==> src/rtl/ground_pkg.sv <==
// Shared definitions for the scrolling-horizon controller: game-state input
// encodings, controller FSM state type and the scroll-step width.
package ground_pkg;

    // gameState input encodings (2'b11 is reserved and behaves as GS_OVER)
    localparam logic [1:0] GS_IDLE = 2'b00;
    localparam logic [1:0] GS_RUN  = 2'b01;
    localparam logic [1:0] GS_OVER = 2'b10;

    // Width of the scroll step (px/frame)
    localparam int unsigned DX_W = 8;

    typedef enum logic [1:0] {
        ST_IDLE = 2'b00,
        ST_RUN  = 2'b01,
        ST_HALT = 2'b10
    } gnd_state_t;

endpackage

==> src/rtl/ground_speed_ramp.sv <==
// Scroll-speed ramp: counts RUN frames and raises the step by DX_STEP every
// RAMP_FRAMES frames, saturating at DX_MAX.
//   FrameClk : frame clock
//   rst      : asynchronous active-high reset
//   enable   : high on frames where the controller is in RUN
//   clear    : reload the initial speed and zero the frame counter
//   dx       : current scroll step, registered
module ground_speed_ramp
    import ground_pkg::*;
#(
    parameter int unsigned DX_INIT     = 6,
    parameter int unsigned DX_STEP     = 1,
    parameter int unsigned DX_MAX      = 20,
    parameter int unsigned RAMP_FRAMES = 600
) (
    input  logic            FrameClk,
    input  logic            rst,
    input  logic            enable,
    input  logic            clear,
    output logic [DX_W-1:0] dx
);

    localparam int unsigned CNT_W = (RAMP_FRAMES > 1) ? $clog2(RAMP_FRAMES) : 1;
    localparam int unsigned SUM_W = DX_W + 1;

    localparam logic [CNT_W-1:0] CNT_LAST = CNT_W'(RAMP_FRAMES - 1);
    localparam logic [SUM_W-1:0] DX_MAX_W = SUM_W'(DX_MAX);
    localparam logic [DX_W-1:0]  DX_INIT_W = DX_W'(DX_INIT);
    localparam logic [DX_W-1:0]  DX_SAT_W  = DX_W'(DX_MAX);

    logic [CNT_W-1:0] ramp_cnt_q, ramp_cnt_d;
    logic [DX_W-1:0]  dx_q, dx_d;
    logic [SUM_W-1:0] dx_sum;

    // Next-state: clear wins over counting; the step is bumped on counter wrap
    always_comb begin
        ramp_cnt_d = ramp_cnt_q;
        dx_d       = dx_q;
        // one extra bit so the increment cannot wrap before the ceiling compare
        dx_sum     = {1'b0, dx_q} + SUM_W'(DX_STEP);

        if (clear) begin
            ramp_cnt_d = '0;
            dx_d       = DX_INIT_W;
        end else if (enable) begin
            if (ramp_cnt_q == CNT_LAST) begin
                ramp_cnt_d = '0;
                dx_d       = (dx_sum > DX_MAX_W) ? DX_SAT_W : dx_sum[DX_W-1:0];
            end else begin
                ramp_cnt_d = ramp_cnt_q + CNT_W'(1);
            end
        end
    end

    always_ff @(posedge FrameClk or posedge rst) begin
        if (rst) begin
            ramp_cnt_q <= '0;
            dx_q       <= DX_INIT_W;
        end else begin
            ramp_cnt_q <= ramp_cnt_d;
            dx_q       <= dx_d;
        end
    end

    assign dx = dx_q;

endmodule

==> src/rtl/ground_scroll_controller.sv <==
// Frame-rate sequencer for the two-tile scrolling horizon. Tracks the game
// state, owns both ground tile X origins, ramps scroll speed and accumulates
// distance travelled. Every output is a flop.
//   FrameClk  : frame clock, one rising edge per displayed frame
//   rst       : asynchronous active-high reset
//   gameState : 00 idle, 01 running, 10 game over, 11 reserved (as 10)
//   Ground1X  : tile 1 X origin, signed
//   Ground2X  : tile 2 X origin, signed
//   scrollDx  : current scroll step (px/frame)
//   scrolling : high while in RUN
//   distance  : saturating sum of dx over all RUN frames
module ground_scroll_controller
    import ground_pkg::*;
#(
    parameter int unsigned TILE_W      = 600,
    parameter int unsigned DX_INIT     = 6,
    parameter int unsigned DX_STEP     = 1,
    parameter int unsigned DX_MAX      = 20,
    parameter int unsigned RAMP_FRAMES = 600
) (
    input  logic            FrameClk,
    input  logic            rst,
    input  logic [1:0]      gameState,
    output logic [31:0]     Ground1X,
    output logic [31:0]     Ground2X,
    output logic [DX_W-1:0] scrollDx,
    output logic            scrolling,
    output logic [31:0]     distance
);

    localparam logic signed [31:0] TILE_W_S   = 32'(TILE_W);
    localparam logic signed [31:0] TILE_W_NEG = -TILE_W_S;
    localparam logic [31:0]        DIST_SAT   = 32'hFFFF_FFFF;

    gnd_state_t state_q, state_d;
    logic       reinit;
    logic       run;

    logic signed [31:0] ground1_q, ground1_d;
    logic signed [31:0] ground2_q, ground2_d;
    logic [31:0]        dist_q, dist_d;
    logic               scrolling_q, scrolling_d;

    logic [DX_W-1:0]    dx;
    logic signed [31:0] dx_ext;
    logic signed [31:0] n1, n2;
    logic [32:0]        dist_sum;

    // Movement applies only on edges where the registered state is RUN
    assign run = (state_q == ST_RUN);

    // FSM next-state; leaving RUN/HALT for IDLE, or HALT for RUN, reinitialises
    always_comb begin
        state_d = state_q;
        reinit  = 1'b0;
        unique case (state_q)
            ST_IDLE: begin
                if (gameState == GS_RUN) begin
                    state_d = ST_RUN;
                end
            end
            ST_RUN: begin
                case (gameState)
                    GS_RUN:  state_d = ST_RUN;
                    GS_IDLE: begin
                        state_d = ST_IDLE;
                        reinit  = 1'b1;
                    end
                    default: state_d = ST_HALT;
                endcase
            end
            ST_HALT: begin
                case (gameState)
                    GS_IDLE: begin
                        state_d = ST_IDLE;
                        reinit  = 1'b1;
                    end
                    GS_RUN: begin
                        state_d = ST_RUN;
                        reinit  = 1'b1;
                    end
                    default: state_d = ST_HALT;
                endcase
            end
            default: begin
                state_d = ST_IDLE;
                reinit  = 1'b1;
            end
        endcase
    end

    // Tile movement, wrap and distance accumulation
    always_comb begin
        ground1_d   = ground1_q;
        ground2_d   = ground2_q;
        dist_d      = dist_q;
        scrolling_d = (state_d == ST_RUN);

        dx_ext   = {{(32 - DX_W){1'b0}}, dx};
        n1       = ground1_q - dx_ext;
        n2       = ground2_q - dx_ext;
        dist_sum = {1'b0, dist_q} + {1'b0, 32'(dx)};

        if (reinit) begin
            ground1_d = '0;
            ground2_d = TILE_W_S;
            dist_d    = '0;
        end else if (run) begin
            // a tile that has fully left the screen re-enters one tile behind its partner
            ground1_d = (n1 <= TILE_W_NEG) ? (n2 + TILE_W_S) : n1;
            ground2_d = (n2 <= TILE_W_NEG) ? (n1 + TILE_W_S) : n2;
            dist_d    = dist_sum[32] ? DIST_SAT : dist_sum[31:0];
        end
    end

    always_ff @(posedge FrameClk or posedge rst) begin
        if (rst) begin
            state_q     <= ST_IDLE;
            ground1_q   <= '0;
            ground2_q   <= TILE_W_S;
            dist_q      <= '0;
            scrolling_q <= 1'b0;
        end else begin
            state_q     <= state_d;
            ground1_q   <= ground1_d;
            ground2_q   <= ground2_d;
            dist_q      <= dist_d;
            scrolling_q <= scrolling_d;
        end
    end

    // The ramp advances on the same edges that move the tiles
    ground_speed_ramp #(
        .DX_INIT     (DX_INIT),
        .DX_STEP     (DX_STEP),
        .DX_MAX      (DX_MAX),
        .RAMP_FRAMES (RAMP_FRAMES)
    ) u_speed_ramp (
        .FrameClk (FrameClk),
        .rst      (rst),
        .enable   (run),
        .clear    (reinit),
        .dx       (dx)
    );

    assign Ground1X  = ground1_q;
    assign Ground2X  = ground2_q;
    assign scrollDx  = dx;
    assign scrolling = scrolling_q;
    assign distance  = dist_q;

endmodule
==> config.mk <==
export PLATFORM = sky130hd
export DESIGN_NAME = ground_scroll_controller
export DESIGN_NICKNAME = d
export VERILOG_FILES = /design/src/rtl/ground_pkg.sv /design/src/rtl/ground_speed_ramp.sv /design/src/rtl/ground_scroll_controller.sv
export SDC_FILE = /design/constraint.sdc
export NUM_CORES = 1
export LEC_CHECK = 0
export CORE_MARGIN = 5
export CORE_UTILIZATION = 58
export CTS_CLUSTER_SIZE = 16
export DETAILED_ROUTE_END_ITERATION = 7
export PLACE_DENSITY_LB_ADDON = 0.12
export SYNTH_ARGS = -nofsm -noshare
export SYNTH_HDL_FRONTEND = slang
export SYNTH_HIERARCHICAL = 1
export SYNTH_SLANG_ARGS = --single-unit
==> constraint.sdc <==
create_clock -name FrameClk -period 4.5 [get_ports FrameClk]
set_input_delay 1.125 -clock FrameClk [delete_from_list [all_inputs] [get_ports FrameClk]]
set_output_delay 1.125 -clock FrameClk [all_outputs]
set_load 0.02 [all_outputs]
==> metrics.txt, run 1 <==
# TYPE chip_impl_metric gauge
chip_impl_info{name="outcome",value="finished, violations left"} 1
chip_impl_info{name="failing_checks",value="DRC"} 1
chip_impl_metric{name="worst_setup_hold_path_clk_slew",unit="ns"} 0.06
chip_impl_metric{name="global_route.usage.total",unit=""} 0.336
chip_impl_metric{name="synth-seq-area-share",unit=""} 0.294
chip_impl_info{name="crit_type",value="reg2reg"} 1
chip_impl_metric{name="report.final.slew_viol_count",unit=""} 0
chip_impl_metric{name="relSlewSlack",unit=""} 0.282
chip_impl_metric{name="r2r_slack",unit="ns"} 0.12
chip_impl_info{name="cp_cell_sequence",value="inv_1, fa_1, a211oi_2, o31ai_1, a2111oi_1, buf_4, xor2_1, o21ai_0, and4bb_2, nand4_2, buf_4, o21ai_2, buf_4, mux2_2, a21oi_1"} 1
chip_impl_metric{name="insertion_delay",unit="ns"} 0.43
chip_impl_metric{name="timing.final.crit_period",unit="ns"} 4.38
chip_impl_metric{name="cts-hold-fix-buffers",unit=""} 0
chip_impl_metric{name="worst-path-max-fanout",unit=""} 5
chip_impl_metric{name="slowest_delay",unit="ns"} 0.52
chip_impl_metric{name="synthesis.instances",unit=""} 1232
chip_impl_metric{name="maxCapViolCount",unit=""} 0
chip_impl_metric{name="fin_setup_tns",unit="ns"} 0
chip_impl_info{name="ctsRootBufferMaster",value="sky130_fd_sc_hd__clkbuf_16"} 1
chip_impl_metric{name="antenna_found_initial",unit=""} 0
chip_impl_info{name="cpMostUsedCell",value="sky130_fd_sc_hd__buf_4"} 1
chip_impl_metric{name="synth_top_cell_area_share",unit=""} 0.278
chip_impl_metric{name="cts.sink_count",unit=""} 117
chip_impl_metric{name="leakagePower",unit="nW"} 4.95
chip_impl_metric{name="report.final.setup_viol",unit=""} 0
chip_impl_metric{name="synth.avg_cell_area",unit="um^2"} 8.10
chip_impl_metric{name="initial_utilization",unit=""} 0.583
chip_impl_metric{name="fin_worst_skew",unit="ns"} 0.00981
chip_impl_metric{name="detail-route-antenna-nets",unit=""} 0
chip_impl_metric{name="synthesis.area",unit="um^2"} 9980
chip_impl_metric{name="detail_route.drc_violations",unit=""} 2
chip_impl_metric{name="setup_slack",unit="ns"} 0.122
chip_impl_metric{name="pwr_density_cell",unit="nW/um^2"} 601
chip_impl_metric{name="gp_routability_congestion",unit=""} 0.978
chip_impl_metric{name="async_reset_ff_frac",unit=""} 1.00
chip_impl_metric{name="antenna-diode-count",unit=""} 0
chip_impl_info{name="layout.cells.most_common",value="sky130_fd_sc_hd__nand2_1"} 1
chip_impl_info{name="synth_ff_type",value="sky130_fd_sc_hd__dfrtp_1"} 1
chip_impl_info{name="final_cell_mix",value="sky130_fd_sc_hd__nand2_1 (122), sky130_fd_sc_hd__dfrtp_1 (111), sky130_fd_sc_hd__clkdlybuf4s50_1 (108), sky130_fd_sc_hd__nor2_1 (93), sky130_fd_sc_hd__buf_4 (83)"} 1
chip_impl_metric{name="synth_seq_cells",unit=""} 117
chip_impl_metric{name="clock_tree.buffer_depth",unit=""} 2
chip_impl_metric{name="layout_cells_sized_above_1",unit=""} 0.129
chip_impl_metric{name="design_power_total",unit="mW"} 7.46
chip_impl_info{name="synth.top_cells.by_area",value="sky130_fd_sc_hd__dfrtp_1 (28%), sky130_fd_sc_hd__xnor2_1 (4.7%), sky130_fd_sc_hd__nand2_1 (4.6%), sky130_fd_sc_hd__ha_1 (4.3%), sky130_fd_sc_hd__xor2_1 (4.2%)"} 1
chip_impl_metric{name="grt_max_degree",unit=""} 97
chip_impl_metric{name="floorplan.die_area",unit="um^2"} 19900
chip_impl_metric{name="max_vdd_drop",unit="mV"} 0.419
chip_impl_metric{name="ys_types",unit=""} 89
chip_impl_metric{name="placementRows",unit=""} 48
chip_impl_metric{name="wl_final",unit="um"} 34100
chip_impl_metric{name="critical_path.n_buffers_inverters",unit=""} 4
chip_impl_metric{name="cp_data_arrival_time",unit="ns"} 4.73
chip_impl_info{name="cpMaxStageDelayCell",value="sky130_fd_sc_hd__dfstp_2"} 1
chip_impl_metric{name="cts_htree_levels",unit=""} 4
chip_impl_metric{name="report.final.hold_viol_count",unit=""} 0
chip_impl_metric{name="final_global_route_overflow_total",unit=""} 0
chip_impl_metric{name="count_of_flip_flops_with_a_built_in_enable_after_synthesis",unit=""} 0
chip_impl_info{name="tritoncts",value="yes"} 1
chip_impl_metric{name="synthesis.nets",unit=""} 1273
chip_impl_metric{name="finish.net_count",unit=""} 1412
chip_impl_metric{name="fp.dieH",unit="um"} 141
chip_impl_info{name="min-delay-path-class",value="reg2reg"} 1
chip_impl_metric{name="numPortBuffers",unit=""} 108
chip_impl_metric{name="worst_ep_required_time",unit="ns"} 4.85
chip_impl_metric{name="achievable-frequency",unit="MHz"} 228
chip_impl_metric{name="core",unit="um^2"} 17100
chip_impl_info{name="critical_path.endpoint_type",value="register"} 1
chip_impl_metric{name="place_worst_setup_slack",unit="ns"} 0.0256
chip_impl_metric{name="fin_crit_sh",unit=""} 0.973
chip_impl_metric{name="first_global_vias",unit=""} 10100
chip_impl_metric{name="worst_slew_pin_slew",unit="ns"} 1.07
chip_impl_metric{name="routedWlPerCell",unit="um"} 21.2
chip_impl_metric{name="hpwlAfterDp",unit="um"} 24600
chip_impl_metric{name="syn2layout_area_growth",unit="%"} 24.3
chip_impl_metric{name="vias_per_cell",unit=""} 6.65
chip_impl_info{name="cpLargestDelayFamily",value="compound AO/OA/AOI/OAI gates"} 1
chip_impl_info{name="synth_area_leader_cell",value="sky130_fd_sc_hd__dfrtp_1"} 1
chip_impl_metric{name="i_o_pin_count",unit=""} 109
chip_impl_metric{name="synth-warning-count",unit=""} 6
chip_impl_metric{name="die_width",unit="um"} 141
chip_impl_metric{name="drt_iter0_markers",unit=""} 1177
chip_impl_metric{name="via_count",unit=""} 10700
chip_impl_metric{name="grt_pass1_wl",unit="um"} 53600
chip_impl_metric{name="cts_buffer_count",unit=""} 17
chip_impl_metric{name="drtPass1Iterations",unit=""} 8
chip_impl_info{name="startpoint_class_of_the_critical_path",value="register"} 1
==> power by group <==
| part | leakage [nW] | internal (mW) | switching (mW) |
|---|---|---|---|
| sequential | 1.52 | 1.28 | 0.340 |
| combinational | 3.14 | 1.71 | 2.69 |
| clock | 0.283 | 0.876 | 0.561 |
==> flip-flops by register name, summed over array words and instances, names as in the netlist <==
register and count:
u_speed_ramp/ramp_cnt_q 10, Ground1X 32, Ground2X 32, scrolling 1, u_speed_ramp/dx 8, distance 32
state_q 2
==> path summary, 6_finish.rpt <==
path	from	end	cells past startpoint
setup / recovery	u_speed_ramp/dx[1]$_DFFE_PP1P_	Ground2X[4]$_DFFE_PP1P_	15
hold / removal	u_speed_ramp/ramp_cnt_q[9]$_DFFE_PP0P_	u_speed_ramp/ramp_cnt_q[9]$_DFFE_PP0P_	1
setup reg to reg	u_speed_ramp/dx[1]$_DFFE_PP1P_	Ground2X[4]$_DFFE_PP1P_	15
hold reg to reg	u_speed_ramp/ramp_cnt_q[9]$_DFFE_PP0P_	u_speed_ramp/ramp_cnt_q[9]$_DFFE_PP0P_	1
max in group asynchronous	rst	Ground2X[3]$_DFFE_PP1P_	3
min in group asynchronous	rst	state_q[1]$_DFF_PP0_	2
==> worst register-to-register path, cell delays in order, from the launching register on <==
cell and delay [ns]:
sky130_fd_sc_hd__dfstp_2 0.52, sky130_fd_sc_hd__inv_1 0.14, sky130_fd_sc_hd__fa_1 0.49, sky130_fd_sc_hd__a211oi_2 0.35, sky130_fd_sc_hd__o31ai_1 0.17, sky130_fd_sc_hd__a2111oi_1 0.45
sky130_fd_sc_hd__buf_4 0.20, sky130_fd_sc_hd__xor2_1 0.20, sky130_fd_sc_hd__o21ai_0 0.15, sky130_fd_sc_hd__and4bb_2 0.36, sky130_fd_sc_hd__nand4_2 0.12, sky130_fd_sc_hd__buf_4 0.19
sky130_fd_sc_hd__o21ai_2 0.23, sky130_fd_sc_hd__buf_4 0.19, sky130_fd_sc_hd__mux2_2 0.35, sky130_fd_sc_hd__a21oi_1 0.18
==> logic make-up after synthesis <==
family	after synthesis	synth area share
adder cells (fa/ha/maj)	37	0.0486
AND/OR/NAND/NOR	481	0.251
flip-flops	117	0.294
AO/OA/AOI/OAI	361	0.250
multiplexers	20	0.0212
buffers and inverters	114	0.0454
XOR/XNOR	102	0.0895
==> cell usage after synthesis (all sizes together) (9+ instances only) <==
master / count
xnor2: 54
nor2b: 11
nor3: 55
and2: 17
nor2: 95
dfrtp: 111
a32o: 10
or3: 20
a21o: 16
o21ai: 79
or2: 9
o31ai: 11
clkbuf: 58
a21oi: 65
mux2i: 11
nand3: 45
inv: 40
o211ai: 12
xor2: 48
a32oi: 9
mux2: 9
a311oi: 9
nand4: 16
a211oi: 25
ha: 34
nand2: 122
buf: 15
nor4: 31
and3: 16
a31oi: 33
==> final cells by class <==
type,count,area (um^2)
clock buffers,18,429
clock inverters,14,178
fillers,1379,4700
inverters,41,156
multi-input cells,1002,6710
flip-flops and latches,117,2940
well taps,225,282
repair buffers,192,1720
==> metal layers <==
metal	part of all wire	up-vias	global-route usage
li1	-	4912	-
met2	0.47	588	0.541
met1	0.40	5084	0.434
met4	0.052	0	0.177
met5	0	-	0
met3	0.083	115	0.0583
==> metrics by stage <==
step | hold slack [ns] | cells | utilization | area, um^2
global placement | 0.473 | 1574 | 0.683 | 11700
detailed placement | 0.479 | 1574 | 0.683 | 11700
global route | 0.501 | 1609 | 0.725 | 12400
finish | 0.491 | 1609 | 0.725 | 12400
CTS | 0.487 | 1606 | 0.719 | 12300
floorplan | 0.444 | 1232 | - | 9980
==> repair_timing <==
item	4_1_cts	5_1_grt
pin swaps	0	4
buffers inserted	0	2
gates resized for setup	1	15
endpoints found under the setup margin	3	43
hold endpoints to repair	0	0
cloned	0	1
Power figures use the tool's default switching activity.
==> inputs of run 2 (changes only) <==
- CORE_MARGIN: 5 -> default
- GPL_ROUTABILITY_DRIVEN: default -> 0
==> run 2 against run 1 <==
Net effect: the flow now finishes without violations; flip-flop and latch count did not move; clock power hardly changed; first-iteration DRC count is 2.0% higher.
==> metrics.txt, run 2 (synthesized netlist as in run 1, its figures left out) <==
# TYPE chip_impl_metric gauge
chip_impl_metric{name="finalHoldWorstSlack",unit="ns"} 0.493
chip_impl_metric{name="design_power_total",unit="mW"} 7.39
chip_impl_metric{name="maxCapViolCount",unit=""} 0
chip_impl_metric{name="vias_per_cell",unit=""} 6.80
chip_impl_metric{name="clock_network_fraction_of_design_power",unit=""} 0.192
chip_impl_metric{name="first_global_vias",unit=""} 9849
chip_impl_info{name="tritoncts",value="yes"} 1
chip_impl_metric{name="report.final.setup_viol",unit=""} 0
chip_impl_info{name="ctsRootBufferMaster",value="sky130_fd_sc_hd__clkbuf_16"} 1
chip_impl_metric{name="sw_frac_of_total",unit=""} 0.486
chip_impl_metric{name="report.final.slew_viol_count",unit=""} 0
chip_impl_metric{name="fin_setup_tns",unit="ns"} 0
chip_impl_metric{name="cts.sink_count",unit=""} 117
chip_impl_metric{name="wl_final",unit="um"} 33400
chip_impl_metric{name="achievable-frequency",unit="MHz"} 228
chip_impl_metric{name="global_route.usage.total",unit=""} 0.378
chip_impl_metric{name="report.final.hold_viol_count",unit=""} 0
chip_impl_metric{name="fin_util",unit=""} 0.733
chip_impl_metric{name="drt_iter0_markers",unit=""} 1200
chip_impl_metric{name="relSlewSlack",unit=""} 0.296
chip_impl_metric{name="initial_utilization",unit=""} 0.598
chip_impl_metric{name="core",unit="um^2"} 16700
chip_impl_info{name="startpoint_class_of_the_critical_path",value="register"} 1
chip_impl_metric{name="insertion_delay",unit="ns"} 0.44
chip_impl_metric{name="internal_power",unit="mW"} 3.80
chip_impl_metric{name="power_frac_comb",unit=""} 0.588
chip_impl_metric{name="power_switching",unit="mW"} 3.60
chip_impl_metric{name="antenna_found_initial",unit=""} 0
chip_impl_metric{name="hpwlAfterDp",unit="um"} 23900
chip_impl_metric{name="timing.reg2reg.worst_path_depth",unit=""} 14
chip_impl_metric{name="worst_ep_required_time",unit="ns"} 4.82
chip_impl_metric{name="r2r_slack",unit="ns"} 0.12
chip_impl_metric{name="floorplan.die_area",unit="um^2"} 17700
chip_impl_info{name="layout.cells.most_common",value="sky130_fd_sc_hd__nand2_1"} 1
chip_impl_info{name="r2r-start",value="u_speed_ramp/dx[6]$_DFFE_PP0P_"} 1
chip_impl_metric{name="fin_crit_sh",unit=""} 0.973
chip_impl_metric{name="register_share_of_total_power",unit=""} 0.220
chip_impl_metric{name="finish.net_count",unit=""} 1389
chip_impl_metric{name="via_count",unit=""} 10800
chip_impl_metric{name="timing.final.crit_period",unit="ns"} 4.38
chip_impl_metric{name="antenna-diode-count",unit=""} 0
chip_impl_info{name="crit_type",value="reg2reg"} 1
chip_impl_info{name="rsz0062_at_grt",value="no"} 1
chip_impl_metric{name="grt_max_degree",unit=""} 63
chip_impl_metric{name="numPortBuffers",unit=""} 108
chip_impl_metric{name="worst_slew_pin_slew",unit="ns"} 1.05
chip_impl_metric{name="syn2layout_area_growth",unit="%"} 22.6
chip_impl_metric{name="clock_tree.buffer_depth",unit=""} 2
chip_impl_metric{name="die_width",unit="um"} 133
chip_impl_metric{name="layout_cells_sized_above_1",unit=""} 0.115
chip_impl_metric{name="i_o_pin_count",unit=""} 109
chip_impl_info{name="outcome",value="complete, no violations"} 1
chip_impl_info{name="min-delay-path-class",value="reg2reg"} 1
chip_impl_info{name="worst_r2r_endpoint",value="Ground1X[7]$_DFFE_PP0P_"} 1
chip_impl_metric{name="cts-hold-fix-buffers",unit=""} 0
chip_impl_metric{name="pwr_density_cell",unit="nW/um^2"} 604
chip_impl_metric{name="worst-path-max-fanout",unit=""} 15
chip_impl_metric{name="detail_route.drc_violations",unit=""} 0
chip_impl_metric{name="placementRows",unit=""} 47
chip_impl_metric{name="routedWlPerCell",unit="um"} 21.2
chip_impl_metric{name="final_global_route_overflow_total",unit=""} 0
chip_impl_metric{name="detail-route-antenna-nets",unit=""} 0
chip_impl_info{name="crit_path_end",value="Ground1X[7]$_DFFE_PP0P_"} 1
chip_impl_metric{name="worst_setup_hold_path_clk_slew",unit="ns"} 0.06
chip_impl_metric{name="drtPass1Iterations",unit=""} 6
chip_impl_info{name="critical_path.endpoint_type",value="register"} 1
chip_impl_info{name="final_cell_mix",value="sky130_fd_sc_hd__nand2_1 (122), sky130_fd_sc_hd__dfrtp_1 (109), sky130_fd_sc_hd__clkdlybuf4s50_1 (108), sky130_fd_sc_hd__nor2_1 (92), sky130_fd_sc_hd__o21ai_0 (73)"} 1
chip_impl_info{name="setup.worst_path.start",value="u_speed_ramp/dx[6]$_DFFE_PP0P_"} 1
chip_impl_metric{name="grt_pass1_wl",unit="um"} 52800
chip_impl_metric{name="cts_htree_levels",unit=""} 4
chip_impl_metric{name="fin_worst_skew",unit="ns"} 0.00937
chip_impl_metric{name="leakagePower",unit="nW"} 4.84
chip_impl_metric{name="fp.dieH",unit="um"} 133
chip_impl_metric{name="cp_data_arrival_time",unit="ns"} 4.70
chip_impl_metric{name="cts_buffer_count",unit=""} 17
chip_impl_metric{name="max_vdd_drop",unit="mV"} 0.385
-- run 2: cell types whose count changed in the layout (fill, tap and decap cells not counted), sizes merged --
cell / change
buf: -22
bufinv: -1
clkbuf: +4
clkinv: -2
inv: -1
o21ai: -1
-- run 2: what timing repair did --
| action | CTS | global route |
|---|---|---|
| endpoints found under the setup margin | 0 | 56 |
| buffers inserted | 0 | 3 |
| gates resized for setup | 0 | 21 |
-- run 2: worst min-delay path by stage --
stage,from,to,slack (ns),cells after the start
5_1_grt,u_speed_ramp/ramp_cnt_q[9]$_DFFE_PP0P_,u_speed_ramp/ramp_cnt_q[9]$_DFFE_PP0P_,0.50,1
3_3_place_gp,u_speed_ramp/ramp_cnt_q[9]$_DFFE_PP0P_,u_speed_ramp/ramp_cnt_q[9]$_DFFE_PP0P_,0.47,1
3_5_place_dp,u_speed_ramp/ramp_cnt_q[9]$_DFFE_PP0P_,u_speed_ramp/ramp_cnt_q[9]$_DFFE_PP0P_,0.49,1
6_report,u_speed_ramp/ramp_cnt_q[9]$_DFFE_PP0P_,u_speed_ramp/ramp_cnt_q[9]$_DFFE_PP0P_,0.49,1
4_1_cts,u_speed_ramp/ramp_cnt_q[9]$_DFFE_PP0P_,u_speed_ramp/ramp_cnt_q[9]$_DFFE_PP0P_,0.49,1
2_1_floorplan,u_speed_ramp/ramp_cnt_q[9]$_DFFE_PP0P_,u_speed_ramp/ramp_cnt_q[9]$_DFFE_PP0P_,0.44,1
-- run 2: stage by stage --
stage	cells	instance area, um^2	worst slack, ns
floorplan	1232	9980	0.263
global placement	1546	11500	0.147
detailed placement	1546	11500	0.0691
CTS	1578	12100	0.0469
global route	1581	12200	0.00645
finish	1581	12200	0.120
-- run 2: cell type report --
| type | count | area, um^2 |
|---|---|---|
| well taps | 220 | 275 |
| inverters | 41 | 156 |
| fillers | 1365 | 4460 |
| flip-flops and latches | 117 | 2940 |
| repair buffers | 170 | 1560 |
| clock buffers | 22 | 484 |
| multi-input cells | 1001 | 6710 |
| clock inverters | 10 | 121 |
-- run 2: routing by layer --
| metal | track usage | routed length (um) |
|---|---|---|
| met3 | 0.0613 | 2750 |
| met1 | 0.489 | 13300 |
| met4 | 0.233 | 2160 |
| met2 | 0.594 | 15200 |
| met5 | 0 | 0 |
-- run 2: power groups by stage --
| stage | sequential, mW | clock (mW) | combinational (mW) |
|---|---|---|---|
| after floorplan | 1.72 | 0 | 2.62 |
| after global placement | 1.62 | 0 | 4.08 |
| after detailed placement | 1.62 | 0 | 4.15 |
| after CTS | 1.61 | 1.41 | 4.18 |
| after global routing | 1.65 | 1.47 | 4.63 |
| final | 1.63 | 1.42 | 4.35 |
-- run 2: critical path, stage by stage, from the launching register on --
cell and delay, ns:
sky130_fd_sc_hd__dfrtp_2 0.47, sky130_fd_sc_hd__inv_1 0.13, sky130_fd_sc_hd__ha_1 0.43, sky130_fd_sc_hd__and2_1 0.30
sky130_fd_sc_hd__and2_1 0.24, sky130_fd_sc_hd__o311a_1 0.28, sky130_fd_sc_hd__or4_1 0.59, sky130_fd_sc_hd__xor2_1 0.47
sky130_fd_sc_hd__nor4_4 0.13, sky130_fd_sc_hd__and4_1 0.27, sky130_fd_sc_hd__a21oi_2 0.12, sky130_fd_sc_hd__buf_4 0.24
sky130_fd_sc_hd__buf_4 0.22, sky130_fd_sc_hd__nand2_1 0.09, sky130_fd_sc_hd__a32o_1 0.27
==> inputs of run 3 (changes only) <==
--- a/config.mk
+++ b/config.mk
@@ -6,5 +6,7 @@
 export NUM_CORES = 1
 export LEC_CHECK = 0
-export CORE_UTILIZATION = 58
+export ABC_AREA = 1
+export ABC_CLOCK_PERIOD_IN_PS = 4500
+export CORE_UTILIZATION = 60
 export CTS_CLUSTER_SIZE = 16
 export DETAILED_ROUTE_END_ITERATION = 7
==> constraint.sdc (replaced) <==
create_clock -name FrameClk -period 4.5 [get_ports FrameClk]
set_input_delay 1.125 -clock FrameClk [delete_from_list [all_inputs] [get_ports FrameClk]]
set_output_delay 1.125 -clock FrameClk [all_outputs]
set_load 0.05 [all_outputs]
==> run 3 against run 2 <==
Net effect: combinational power up 36%; largest cell class unchanged; highest routed layer unchanged; utilization is 1.9 points lower; critical path type unchanged; final cell count up 48%; synthesized cell count increased by 59%; count of clock-buffer cells in the layout shrank 4; design area up 9.9%; die area is 12% higher; power up 19%; sequential power fell by 7%; sequential share of layout area down 2.2 points; clock power fell by 6%.
==> metrics.txt, run 3 <==
# TYPE chip_impl_metric gauge
chip_impl_info{name="synth.top_cells.by_area",value="sky130_fd_sc_hd__dfrtp_1 (24%), sky130_fd_sc_hd__nand2_1 (24%), sky130_fd_sc_hd__nand3_1 (9.2%), sky130_fd_sc_hd__inv_1 (8.2%), sky130_fd_sc_hd__nor2_1 (7.1%)"} 1
chip_impl_metric{name="leakagePower",unit="nW"} 6.92
chip_impl_metric{name="cp_data_arrival_time",unit="ns"} 4.08
chip_impl_metric{name="pwr_density_cell",unit="nW/um^2"} 652
chip_impl_metric{name="r2r_slack",unit="ns"} 0.74
chip_impl_metric{name="cts.sink_count",unit=""} 117
chip_impl_metric{name="slowest_delay",unit="ns"} 0.57
chip_impl_metric{name="cts_htree_levels",unit=""} 4
chip_impl_info{name="layout.cells.most_common",value="sky130_fd_sc_hd__nand2_1"} 1
chip_impl_metric{name="timing.final.crit_period",unit="ns"} 3.76
chip_impl_metric{name="core",unit="um^2"} 18800
chip_impl_info{name="ctsRootBufferMaster",value="sky130_fd_sc_hd__clkbuf_16"} 1
chip_impl_metric{name="report.final.setup_viol",unit=""} 0
chip_impl_info{name="yosys-top-cells-count",value="sky130_fd_sc_hd__nand2_1 (729), sky130_fd_sc_hd__inv_1 (254), sky130_fd_sc_hd__nor2_1 (218), sky130_fd_sc_hd__nand3_1 (212), sky130_fd_sc_hd__dfrtp_1 (111)"} 1
chip_impl_metric{name="die_width",unit="um"} 141
chip_impl_metric{name="synth-warning-count",unit=""} 6
chip_impl_metric{name="synth.avg_cell_area",unit="um^2"} 5.90
chip_impl_metric{name="report.final.slew_viol_count",unit=""} 0
chip_impl_metric{name="ys_types",unit=""} 49
chip_impl_metric{name="power_frac_comb",unit=""} 0.676
chip_impl_metric{name="cts-hold-fix-buffers",unit=""} 0
chip_impl_info{name="crit_type",value="reg2reg"} 1
chip_impl_metric{name="i_o_pin_count",unit=""} 109
chip_impl_metric{name="power_switching",unit="mW"} 5.07
chip_impl_info{name="final_cell_mix",value="sky130_fd_sc_hd__nand2_1 (729), sky130_fd_sc_hd__inv_1 (253), sky130_fd_sc_hd__nor2_1 (218), sky130_fd_sc_hd__nand3_1 (212), sky130_fd_sc_hd__dfrtp_1 (111)"} 1
chip_impl_metric{name="fin_crit_sh",unit=""} 0.836
chip_impl_metric{name="fp.dieH",unit="um"} 141
chip_impl_metric{name="fin_worst_skew",unit="ns"} 0.0103
chip_impl_metric{name="worst_ep_required_time",unit="ns"} 4.82
chip_impl_metric{name="insertion_delay",unit="ns"} 0.43
chip_impl_metric{name="register_share_of_total_power",unit=""} 0.172
chip_impl_metric{name="synthesis.nets",unit=""} 2006
chip_impl_metric{name="report.final.hold_viol_count",unit=""} 0
chip_impl_metric{name="design_power_total",unit="mW"} 8.77
chip_impl_metric{name="cts_buffer_count",unit=""} 17
chip_impl_metric{name="place_worst_setup_slack",unit="ns"} 0.813
chip_impl_info{name="cpLargestDelayFamily",value="simple AND/OR/NAND/NOR gates"} 1
chip_impl_metric{name="clock_tree.buffer_depth",unit=""} 2
chip_impl_metric{name="async_reset_ff_frac",unit=""} 1.00
chip_impl_metric{name="numPortBuffers",unit=""} 108
chip_impl_info{name="r2r-start",value="u_speed_ramp/dx[5]$_DFFE_PP0P_"} 1
chip_impl_metric{name="setup_slack",unit="ns"} 0.740
chip_impl_metric{name="maxCapViolCount",unit=""} 0
chip_impl_metric{name="drt_iter0_markers",unit=""} 1360
chip_impl_metric{name="placementRows",unit=""} 50
chip_impl_metric{name="max_vdd_drop",unit="mV"} 0.709
chip_impl_metric{name="fill_cell_count",unit=""} 1666
chip_impl_metric{name="grt_pass1_wl",unit="um"} 60000
chip_impl_info{name="min-delay-path-class",value="reg2reg"} 1
chip_impl_info{name="synthMostInstantiatedCell",value="sky130_fd_sc_hd__nand2_1"} 1
chip_impl_metric{name="drtPass1Iterations",unit=""} 7
chip_impl_metric{name="internal_power",unit="mW"} 3.70
chip_impl_metric{name="layout_cells_sized_above_1",unit=""} 0.0711
chip_impl_metric{name="detail-route-antenna-nets",unit=""} 0
chip_impl_metric{name="detail_route.drc_violations",unit=""} 0
chip_impl_metric{name="synth_seq_cells",unit=""} 117
chip_impl_metric{name="hpwlAfterDp",unit="um"} 28500
chip_impl_metric{name="wl_final",unit="um"} 37500
chip_impl_metric{name="layoutNonFillerInstCount",unit=""} 2341
chip_impl_metric{name="initial_utilization",unit=""} 0.615
chip_impl_metric{name="fin_setup_tns",unit="ns"} 0
chip_impl_metric{name="synthesis.instances",unit=""} 1965
chip_impl_info{name="cpMaxStageDelayCell",value="sky130_fd_sc_hd__dfrtp_1"} 1
chip_impl_metric{name="global_route.usage.total",unit=""} 0.384
chip_impl_metric{name="critical_path.n_buffers_inverters",unit=""} 3
chip_impl_metric{name="worst_setup_hold_path_clk_slew",unit="ns"} 0.06
chip_impl_metric{name="routedWlPerCell",unit="um"} 16.0
chip_impl_metric{name="finish.net_count",unit=""} 2109
chip_impl_metric{name="via_count",unit=""} 13400
chip_impl_info{name="rsz0062_at_grt",value="no"} 1
chip_impl_metric{name="syn2layout_area_growth",unit="%"} 16.1
chip_impl_metric{name="timing.reg2reg.worst_path_depth",unit=""} 19
chip_impl_metric{name="timing.critical_path.depth",unit=""} 19
chip_impl_metric{name="grt_max_degree",unit=""} 54
chip_impl_metric{name="synth-seq-area-share",unit=""} 0.253
chip_impl_metric{name="final_global_route_overflow_total",unit=""} 0
chip_impl_info{name="outcome",value="complete, no violations"} 1
chip_impl_metric{name="cts.repair.resized",unit=""} 0
chip_impl_metric{name="synthesis.area",unit="um^2"} 11600
chip_impl_metric{name="worst_slew_pin_slew",unit="ns"} 0.788
chip_impl_metric{name="placed_cells",unit=""} 2309
chip_impl_info{name="tritoncts",value="yes"} 1
chip_impl_info{name="cpMostUsedCell",value="sky130_fd_sc_hd__nand2_1"} 1
chip_impl_info{name="cp_cell_sequence",value="inv_1, ha_1, nand2_2, inv_1, a21oi_1, nand2_1, nand2_2, nand2_1, nand2_1, nand2_1, nor2_2, and2_1, nand3_1, nand3_4, nand2_4, inv_4, nand3_1, nand2_1, nand2_1"} 1
chip_impl_metric{name="vias_per_cell",unit=""} 5.72
chip_impl_metric{name="antenna_found_initial",unit=""} 0
chip_impl_metric{name="achievable-frequency",unit="MHz"} 266
chip_impl_metric{name="clock_network_fraction_of_design_power",unit=""} 0.153
chip_impl_info{name="startpoint_class_of_the_critical_path",value="register"} 1
chip_impl_metric{name="cts_setup_buffers",unit=""} 0
chip_impl_info{name="synth_ff_type",value="sky130_fd_sc_hd__dfrtp_1"} 1
chip_impl_metric{name="synth_top_cell_area_share",unit=""} 0.240
chip_impl_metric{name="antenna-diode-count",unit=""} 0
chip_impl_info{name="setup.worst_path.start",value="u_speed_ramp/dx[5]$_DFFE_PP0P_"} 1
chip_impl_metric{name="floorplan.die_area",unit="um^2"} 19900
chip_impl_metric{name="relSlewSlack",unit=""} 0.469
chip_impl_metric{name="min_path_cells",unit=""} 2
chip_impl_metric{name="worst-path-max-fanout",unit=""} 37
chip_impl_info{name="synth_area_leader_cell",value="sky130_fd_sc_hd__dfrtp_1"} 1
chip_impl_metric{name="first_global_vias",unit=""} 12300
chip_impl_info{name="worstHoldStart",value="Ground2X[7]$_DFFE_PP0P_"} 1
chip_impl_metric{name="sw_frac_of_total",unit=""} 0.578
chip_impl_metric{name="count_of_flip_flops_with_a_built_in_enable_after_synthesis",unit=""} 0
chip_impl_info{name="critical_path.endpoint_type",value="register"} 1
-- run 3: cell types whose count changed in the layout (fill, tap and decap cells not counted), moves of 20 or more --
| cell | delta |
|---|---|
| sky130_fd_sc_hd__a211oi_1 | -20 |
| sky130_fd_sc_hd__a21oi_1 | -33 |
| sky130_fd_sc_hd__a31oi_1 | -32 |
| sky130_fd_sc_hd__buf_4 | -54 |
| sky130_fd_sc_hd__inv_1 | +214 |
| sky130_fd_sc_hd__nand2_1 | +607 |
| sky130_fd_sc_hd__nand2_2 | +30 |
| sky130_fd_sc_hd__nand3_1 | +167 |
| sky130_fd_sc_hd__nand4_1 | +43 |
| sky130_fd_sc_hd__nor2_1 | +126 |
| sky130_fd_sc_hd__nor3_1 | -37 |
| sky130_fd_sc_hd__nor4_1 | -21 |
| sky130_fd_sc_hd__or3_1 | -20 |
| sky130_fd_sc_hd__xnor2_1 | -44 |
-- run 3: routing by layer --
layer  track usage  up-vias  wire length, um  part of all wire
li1              -     6440                -                 -
met5             0        -                0                 0
met4         0.262        0             2380             0.063
met2         0.627      754            17200              0.46
met1         0.465     6047            14600              0.39
met3        0.0673      148             3360             0.090
-- run 3: worst min-delay path, cell delays in order (launching register included) --
cell,delay (ns)
sky130_fd_sc_hd__dfrtp_1,0.37
sky130_fd_sc_hd__nand2_1,0.06
sky130_fd_sc_hd__nand2_1,0.05
-- run 3: worst paths after layout --
kind / to
min in group asynchronous: state_q[1]$_DFF_PP0_
max in group asynchronous: Ground2X[9]$_DFFE_PP1P_
setup / recovery: Ground1X[30]$_DFFE_PP0P_
setup reg to reg: Ground1X[30]$_DFFE_PP0P_
hold reg to reg: Ground2X[7]$_DFFE_PP0P_
hold / removal: Ground2X[7]$_DFFE_PP0P_
-- run 3: through the flow --
stage                     hold slack (ns)   util  instance area [um^2]
after floorplan                     0.479      -                 11600
after global placement              0.501  0.684                 12900
after detailed placement            0.499  0.684                 12900
after CTS                           0.517  0.714                 13500
after global routing                0.546  0.714                 13500
final                               0.515  0.714                 13500
-- run 3: logic make-up (layout without fill, tap and decap cells) --
kind of cell / count (synthesis) / in the layout / share of synthesized area
AOI/OAI and AO/OA: 135 / 135 / 0.0663
buffers and inverters: 300 / 416 / 0.104
DFF: 117 / 117 / 0.253
adders and majority gates: 37 / 37 / 0.0419
and+or+nand+nor: 1335 / 1335 / 0.503
xor gates and xnor gates: 41 / 41 / 0.0310
-- run 3: power groups by stage --
stage | registers [mW] | logic (mW) | clock network [mW]
final | 1.51 | 5.93 | 1.34
after global routing | 1.53 | 6.48 | 1.39
after CTS | 1.50 | 5.80 | 1.34
after detailed placement | 1.51 | 5.76 | 0
after global placement | 1.51 | 5.68 | 0
after floorplan | 2.01 | 3.74 | 0
-- run 3: final cells by class --
class	instances	area (um^2)	area share
clock buffer	18	439	0.0326
inverter	268	1010	0.0753
multi-input combinational	1548	7440	0.553
timing repair buffer	116	1170	0.0867
tap	260	325	0.0242
sequential	117	2940	0.218
clock inverter	14	130	0.00967
